File: src/rtl/rf68000_iack_pkg.sv
// Shared types and constants for the rf68000 interrupt-acknowledge controller.
package rf68000_iack_pkg;

   typedef enum logic [2:0] {
      ST_IDLE,
      ST_PEND,
      ST_IACK,
      ST_DONE,
      ST_RECOV
   } iack_state_t;

   localparam logic [7:0]  VEC_SPURIOUS = 8'd24;
   localparam logic [7:0]  VEC_AUTOBASE = 8'd24;
   localparam logic [2:0]  FC_IACK      = 3'b111;
   localparam logic [27:0] IACK_ADR_HI  = 28'hFFFFFFF;

   // Requested levels above 7 saturate to the highest 68k priority.
   function automatic logic [2:0] clamp_lvl(input logic [3:0] irq);
      return (irq > 4'd7) ? 3'd7 : irq[2:0];
   endfunction

endpackage

File: src/rtl/rf68000_iack_ctrl_if.sv
// IACK bus interface: the acceptor is master, the vector responder is slave.
interface rf68000_iack_ctrl_if;
   logic        cyc_o;
   logic        stb_o;
   logic        we_o;
   logic [2:0]  fc_o;
   logic [31:0] adr_o;
   logic [31:0] dat_i;
   logic        ack_i;
   logic        vpa_i;
   logic        err_i;

   modport master (
      output cyc_o, stb_o, we_o, fc_o, adr_o,
      input  dat_i, ack_i, vpa_i, err_i
   );

   modport slave (
      input  cyc_o, stb_o, we_o, fc_o, adr_o,
      output dat_i, ack_i, vpa_i, err_i
   );
endinterface

File: src/rtl/rf68000_irq_sync.sv
// Multi-stage synchroniser for the interrupt controller outputs plus an nmi
// rising-edge detector on the synchronised nmi.
module rf68000_irq_sync #(
   parameter int SYNC_STAGES = 2
) (
   input  logic       clk_i,
   input  logic       rst_i,
   input  logic [3:0] irq_i,
   input  logic       nmi_i,
   input  logic [7:0] cause_i,
   input  logic [5:0] core_i,
   output logic [3:0] irq_s,
   output logic [7:0] cause_s,
   output logic [5:0] core_s,
   output logic       nmi_rise
);

   localparam int N = (SYNC_STAGES < 2) ? 2 : SYNC_STAGES;
   localparam int W = 19;

   logic [W-1:0] r_sync [N];
   logic         r_nmi_prev;
   logic [W-1:0] w_in;
   logic [W-1:0] w_out;

   assign w_in  = {irq_i, nmi_i, cause_i, core_i};
   assign w_out = r_sync[N-1];

   always_ff @(posedge clk_i or posedge rst_i) begin
      if (rst_i) begin
         for (int i = 0; i < N; i++) r_sync[i] <= '0;
         r_nmi_prev <= 1'b0;
      end else begin
         r_sync[0] <= w_in;
         for (int i = 1; i < N; i++) r_sync[i] <= r_sync[i-1];
         r_nmi_prev <= w_out[14];
      end
   end

   assign irq_s    = w_out[18:15];
   assign cause_s  = w_out[13:6];
   assign core_s   = w_out[5:0];
   assign nmi_rise = w_out[14] & ~r_nmi_prev;

endmodule

File: src/rtl/rf68000_iack_ctrl.sv
// CPU-side interrupt acceptor: qualifies the synchronised request against the SR mask,
// runs the fc=111 IACK bus cycle and returns the vector. Option: RF68K_IACK_TIMEOUT_EN.
module rf68000_iack_ctrl
   import rf68000_iack_pkg::*;
#(
   parameter logic [5:0] CORE_ID     = 6'd0,
   parameter int         SYNC_STAGES = 2,
   parameter int         TIMEOUT_CYC = 255
) (
   input  logic       clk_i,
   input  logic       rst_i,
   input  logic [3:0] irq_i,
   input  logic       nmi_i,
   input  logic [7:0] cause_i,
   input  logic [5:0] core_i,
   input  logic [2:0] imask_i,
   output logic       int_pend_o,
   input  logic       take_i,
   output logic [7:0] vec_o,
   output logic [2:0] lvl_o,
   output logic       vec_vld_o,
   input  logic       vec_rdy_i,
   rf68000_iack_ctrl_if.master bus
);

   iack_state_t r_state;
   logic        r_nmi_latch;
   logic [2:0]  r_lvl_q;
   logic        r_int_pend;
   logic [7:0]  r_vec;
   logic [2:0]  r_lvl;
   logic        r_vec_vld;
   logic        r_cyc;
   logic [2:0]  r_fc;
   logic [31:0] r_adr;

   logic [3:0]  w_irq_s;
   logic [5:0]  w_core_s;
   logic [7:0]  w_unused_cause;
   logic        w_nmi_rise;
   logic [2:0]  w_lvl_irq;
   logic [2:0]  w_lvl;
   logic        w_elig;
   logic        w_tmo;
   logic        w_resp;
   logic [7:0]  w_vec;
   logic        w_unused_dat;

   rf68000_irq_sync #(.SYNC_STAGES(SYNC_STAGES)) u_sync (
      .clk_i    (clk_i),
      .rst_i    (rst_i),
      .irq_i    (irq_i),
      .nmi_i    (nmi_i),
      .cause_i  (cause_i),
      .core_i   (core_i),
      .irq_s    (w_irq_s),
      .cause_s  (w_unused_cause),
      .core_s   (w_core_s),
      .nmi_rise (w_nmi_rise)
   );

   assign w_unused_dat = ^bus.dat_i[31:8];

   // A latched nmi overrides whatever level the controller is presenting.
   assign w_lvl_irq = clamp_lvl(w_irq_s);
   assign w_lvl     = r_nmi_latch ? 3'd7 : w_lvl_irq;
   assign w_elig    = r_nmi_latch |
                      ((w_lvl_irq != 3'd0) && (w_core_s == CORE_ID) &&
                       ((w_lvl_irq == 3'd7) || (w_lvl_irq > imask_i)));

`ifdef RF68K_IACK_TIMEOUT_EN
   logic [7:0] r_tmo_cnt;

   always_ff @(posedge clk_i or posedge rst_i) begin
      if (rst_i)                  r_tmo_cnt <= '0;
      else if (r_state != ST_IACK) r_tmo_cnt <= '0;
      else                        r_tmo_cnt <= r_tmo_cnt + 8'd1;
   end

   assign w_tmo = (r_state == ST_IACK) && (r_tmo_cnt == 8'(TIMEOUT_CYC - 1));
`else
   logic [7:0] w_unused_tmo;
   assign w_unused_tmo = 8'(TIMEOUT_CYC);
   assign w_tmo        = 1'b0;
`endif

   // Response priority err > ack > vpa; a timeout is reported as spurious.
   assign w_resp = bus.err_i | bus.ack_i | bus.vpa_i | w_tmo;
   assign w_vec  = bus.err_i ? VEC_SPURIOUS :
                   bus.ack_i ? bus.dat_i[7:0] :
                   bus.vpa_i ? (VEC_AUTOBASE + {5'd0, r_lvl_q}) :
                               VEC_SPURIOUS;

   always_ff @(posedge clk_i or posedge rst_i) begin
      if (rst_i) begin
         r_state     <= ST_IDLE;
         r_nmi_latch <= 1'b0;
         r_lvl_q     <= '0;
         r_int_pend  <= 1'b0;
         r_vec       <= '0;
         r_lvl       <= '0;
         r_vec_vld   <= 1'b0;
         r_cyc       <= 1'b0;
         r_fc        <= '0;
         r_adr       <= '0;
      end else begin
         // A fresh edge wins over the clear so a coincident nmi is not lost.
         if (w_nmi_rise)
            r_nmi_latch <= 1'b1;
         else if (r_state == ST_PEND && w_elig && take_i && w_lvl == 3'd7)
            r_nmi_latch <= 1'b0;

         case (r_state)
            ST_IDLE: begin
               if (w_elig) begin
                  r_state    <= ST_PEND;
                  r_int_pend <= 1'b1;
               end
            end
            ST_PEND: begin
               if (!w_elig) begin
                  r_state    <= ST_IDLE;
                  r_int_pend <= 1'b0;
               end else if (take_i) begin
                  r_state    <= ST_IACK;
                  r_int_pend <= 1'b0;
                  r_lvl_q    <= w_lvl;
                  r_cyc      <= 1'b1;
                  r_fc       <= FC_IACK;
                  r_adr      <= {IACK_ADR_HI, w_lvl, 1'b0};
               end
            end
            ST_IACK: begin
               if (w_resp) begin
                  r_state   <= ST_DONE;
                  r_cyc     <= 1'b0;
                  r_fc      <= '0;
                  r_adr     <= '0;
                  r_vec     <= w_vec;
                  r_lvl     <= r_lvl_q;
                  r_vec_vld <= 1'b1;
               end
            end
            ST_DONE: begin
               if (vec_rdy_i) begin
                  r_state   <= ST_RECOV;
                  r_vec_vld <= 1'b0;
               end
            end
            ST_RECOV: r_state <= ST_IDLE;
            default:  r_state <= ST_IDLE;
         endcase
      end
   end

   assign int_pend_o = r_int_pend;
   assign vec_o      = r_vec;
   assign lvl_o      = r_lvl;
   assign vec_vld_o  = r_vec_vld;
   assign bus.cyc_o  = r_cyc;
   assign bus.stb_o  = r_cyc;
   assign bus.we_o   = 1'b0;
   assign bus.fc_o   = r_fc;
   assign bus.adr_o  = r_adr;

endmodule

File: src/flat_wrapper.sv
// flat-port wrapper written by rule: the top's interface ports become plain ports
module rf68000_iack_ctrl_flat import rf68000_iack_pkg::*;
#(
   parameter logic [5:0] CORE_ID     = 6'd0,
   parameter int         SYNC_STAGES = 2,
   parameter int         TIMEOUT_CYC = 255
)
  (clk_i, rst_i, irq_i, nmi_i, cause_i, core_i, imask_i, int_pend_o, take_i, vec_o, lvl_o, vec_vld_o, vec_rdy_i, bus_cyc_o, bus_stb_o, bus_we_o, bus_fc_o, bus_adr_o, bus_dat_i, bus_ack_i, bus_vpa_i, bus_err_i);
  rf68000_iack_ctrl_if bus_i ();
  input  logic clk_i;
  input  logic rst_i;
  input  logic [3:0] irq_i;
  input  logic nmi_i;
  input  logic [7:0] cause_i;
  input  logic [5:0] core_i;
  input  logic [2:0] imask_i;
  output logic int_pend_o;
  input  logic take_i;
  output logic [7:0] vec_o;
  output logic [2:0] lvl_o;
  output logic vec_vld_o;
  input  logic vec_rdy_i;
  output wire logic [$bits(bus_i.cyc_o)-1:0] bus_cyc_o;
  output wire logic [$bits(bus_i.stb_o)-1:0] bus_stb_o;
  output wire logic [$bits(bus_i.we_o)-1:0] bus_we_o;
  output wire logic [$bits(bus_i.fc_o)-1:0] bus_fc_o;
  output wire logic [$bits(bus_i.adr_o)-1:0] bus_adr_o;
  input wire logic [$bits(bus_i.dat_i)-1:0] bus_dat_i;
  input wire logic [$bits(bus_i.ack_i)-1:0] bus_ack_i;
  input wire logic [$bits(bus_i.vpa_i)-1:0] bus_vpa_i;
  input wire logic [$bits(bus_i.err_i)-1:0] bus_err_i;
  assign bus_cyc_o = bus_i.cyc_o;
  assign bus_stb_o = bus_i.stb_o;
  assign bus_we_o = bus_i.we_o;
  assign bus_fc_o = bus_i.fc_o;
  assign bus_adr_o = bus_i.adr_o;
  assign bus_i.dat_i = bus_dat_i;
  assign bus_i.ack_i = bus_ack_i;
  assign bus_i.vpa_i = bus_vpa_i;
  assign bus_i.err_i = bus_err_i;
  rf68000_iack_ctrl #(.CORE_ID(CORE_ID), .SYNC_STAGES(SYNC_STAGES), .TIMEOUT_CYC(TIMEOUT_CYC)) u_core (.clk_i(clk_i), .rst_i(rst_i), .irq_i(irq_i), .nmi_i(nmi_i), .cause_i(cause_i), .core_i(core_i), .imask_i(imask_i), .int_pend_o(int_pend_o), .take_i(take_i), .vec_o(vec_o), .lvl_o(lvl_o), .vec_vld_o(vec_vld_o), .vec_rdy_i(vec_rdy_i), .bus(bus_i));
endmodule
File: config.mk
export PLATFORM = sky130hd
export DESIGN_NAME = rf68000_iack_ctrl_flat
export DESIGN_NICKNAME = d
export VERILOG_FILES = /design/src/rtl/rf68000_iack_pkg.sv /design/src/rtl/rf68000_iack_ctrl_if.sv /design/src/rtl/rf68000_irq_sync.sv /design/src/rtl/rf68000_iack_ctrl.sv /design/src/flat_wrapper.sv
export SDC_FILE = /design/constraint.sdc
export NUM_CORES = 1
export LEC_CHECK = 0
export ABC_CLOCK_PERIOD_IN_PS = 3100
export CAP_MARGIN = 10
export CORE_ASPECT_RATIO = 0.5
export CORE_UTILIZATION = 45
export CTS_BUF_LIST = sky130_fd_sc_hd__clkbuf_8
export DETAILED_ROUTE_END_ITERATION = 7
export DONT_BUFFER_PORTS = 1
export GPL_ROUTABILITY_DRIVEN = 0
export PLACE_DENSITY = 0.69
export SLEW_MARGIN = 0
export SYNTH_ARGS = -nofsm -noshare
export SYNTH_HDL_FRONTEND = slang
export SYNTH_HIERARCHICAL = 1
export SYNTH_SLANG_ARGS = --single-unit
File: constraint.sdc
create_clock -name clk_i -period 3.1 [get_ports clk_i]
set_input_delay 0.31 -clock clk_i [delete_from_list [all_inputs] [get_ports clk_i]]
set_output_delay 0.31 -clock clk_i [all_outputs]
set_load 0.1 [all_outputs]
==> flow_summary.json <==
{
  "setup_viol": 0,
  "htree_levels": 2,
  "cts_buffer_depth": 2,
  "hold_violations": 0,
  "hold_path.class": "in -> reg",
  "chipWidth_um": 99.09,
  "r2r_end": "u_core/bus.adr_o[2]$_DFFE_PP0P_",
  "start_kind": "register",
  "max_slew_margin": 0.2888,
  "finalSetupTns_ns": 0,
  "cts_setup_buffers": 0,
  "clock_latency_ns": 0.29,
  "die_area_um2": 5008,
  "rsz0062_at_grt": "false",
  "cts.sinks": 47,
  "min_period_over_period": 0.8634,
  "dr.first_iter.drc_count": 75,
  "syn_inst": 198,
  "pin_count": 112,
  "drv_slew": 0,
  "totalWireLength_um": 3163,
  "drt_pass1_iterations": 4,
  "fmax_mhz": 373.6,
  "routedWlPerCell_um": 14.00,
  "postCtsResizedCells": 0,
  "layout_min_cycle_time_ns": 2.677,
  "cp_max_fo": 17,
  "rows": 17,
  "dp_hpwl_um": 2220,
  "outcome": "completed",
  "cts_tree": "done",
  "die_h_um": 50.55,
  "drc": 0,
  "avgSynthCellArea_um2": 10.71,
  "worstPathRequired_ns": 2.79,
  "grt_max_degree": 25,
  "min_to": "u_core/u_sync/r_sync[24]$_DFF_PP0_",
  "grt_use_total": 0.1325,
  "arrival_ns": 2.37,
  "r2r_cells": 7,
  "drv_cap": 0,
  "reg2reg_from": "u_core/u_sync/w_out[18]$_DFF_PP0_",
  "gr-total-overflow": 0,
  "n_antenna_cell": 0,
  "vias_per_cell": 4.934,
  "yosysWarnings": 6,
  "synth_area_um2": 2121,
  "min_path_cells": 0,
  "start_util": 0.4748,
  "worst_slew_pin_slew_ns": 1.076,
  "critPathKind": "reg -> out",
  "vias": 1115,
  "nets": 231,
  "area_delta_synth_final_pct": -3.009,
  "grt_pass1_wl_um": 4864,
  "drive_above_1_share": 0.1657,
  "antenna_found_initial": 0,
  "cts-buffers-inserted": 5,
  "fp.coreArea_um2": 4467,
  "fin_skew_ns": 0.007866,
  "min-delay-start": "core_i[5]",
  "clk_pin_slew_ns": 0.09,
  "grt_pass1_vias": 1002,
  "nFillCells": 430,
  "rrSetupSlack_ns": 0.78,
  "numPortBuffers": 0,
  "antenna_left": 0,
  "cp-end-kind": "primary output",
  "cts.hold.buffers_added": 0,
  "cts_root_buf": "clkbuf_8"
}
==> cells in the final DEF (no fill, tap or decap), types with 4 or more instances in the layout <==
cell      instances
nand2_1          21
nor2_1           12
dfrtp_1          46
nor3_1            7
buf_4             8
a21oi_1           5
inv_1            10
mux2i_1           4
clkbuf_8          5
o31ai_1           4
o21ai_0          12
==> worst max path at each step <==
stage	from	to	slack, ns	depth (start not counted)
after floorplan	u_core/bus.fc_o[1]$_DFFE_PP0P_	bus_adr_o[10]	0.94	1
after global placement	u_core/bus.fc_o[1]$_DFFE_PP0P_	bus_adr_o[23]	0.74	2
after detailed placement	u_core/bus.fc_o[1]$_DFFE_PP0P_	bus_adr_o[23]	0.73	2
after CTS	u_core/bus.fc_o[1]$_DFFE_PP0P_	bus_adr_o[23]	0.40	2
after global routing	u_core/bus.fc_o[1]$_DFFE_PP0P_	bus_adr_o[23]	0.36	2
final	u_core/bus.fc_o[1]$_DFFE_PP0P_	bus_adr_o[23]	0.42	2
==> sequential cells by signal, indices dropped and copies added, names as in the netlist, 3 cells and up <==
register and flops:
u_core/lvl_o 3, u_core/bus.adr_o 3, u_core/r_state 3, u_core/vec_o 8, u_core/u_sync/w_out 11, u_core/r_lvl_q 3
u_core/u_sync/r_sync 11
==> per-layer routing <==
metal | vias to the layer above | share of wire | GRT usage
li1 | 541 | - | -
met1 | 530 | 0.45 | 0.1661
met2 | 42 | 0.48 | 0.2110
met3 | 2 | 0.069 | 0.05153
met4 | 0 | 0.0054 | 0.04902
met5 | - | 0 | 0
==> through the flow <==
| stage | util | setup WS (ns) | cells | area, um2 | hold slack [ns] |
|---|---|---|---|---|---|
| after floorplan | - | 0.9357 | 199 | 2125 | 0.3119 |
| after global placement | 0.4409 | 0.7361 | 218 | 1969 | 0.3337 |
| after detailed placement | 0.4409 | 0.7283 | 218 | 1969 | 0.3378 |
| after CTS | 0.4605 | 0.3959 | 226 | 2057 | 0.02985 |
| after global routing | 0.4605 | 0.3586 | 226 | 2057 | 0.01231 |
| final | 0.4605 | 0.4234 | 226 | 2057 | 0.04161 |
==> final cells by class <==
cell class,instances,area (um2),area share
Sequential cell,47,1180,0.5736
Multi-Input combinational cell,93,553.0,0.2689
Timing Repair Buffer,11,127.6,0.06204
Tap cell,57,71.32,0.03467
Clock buffer,5,68.82,0.03346
Inverter,10,37.54,0.01825
Clock inverter,3,18.77,0.009124
==> worst max-delay path, cell delays in order (launching register included) <==
cell	delay, ns
dfrtp_4	0.46
buf_12	0.79
buf_4	0.80
Power is left out: the tool's default activity adds up to more than one toggle a clock period on the data nets, which glitch-free logic cannot reach.
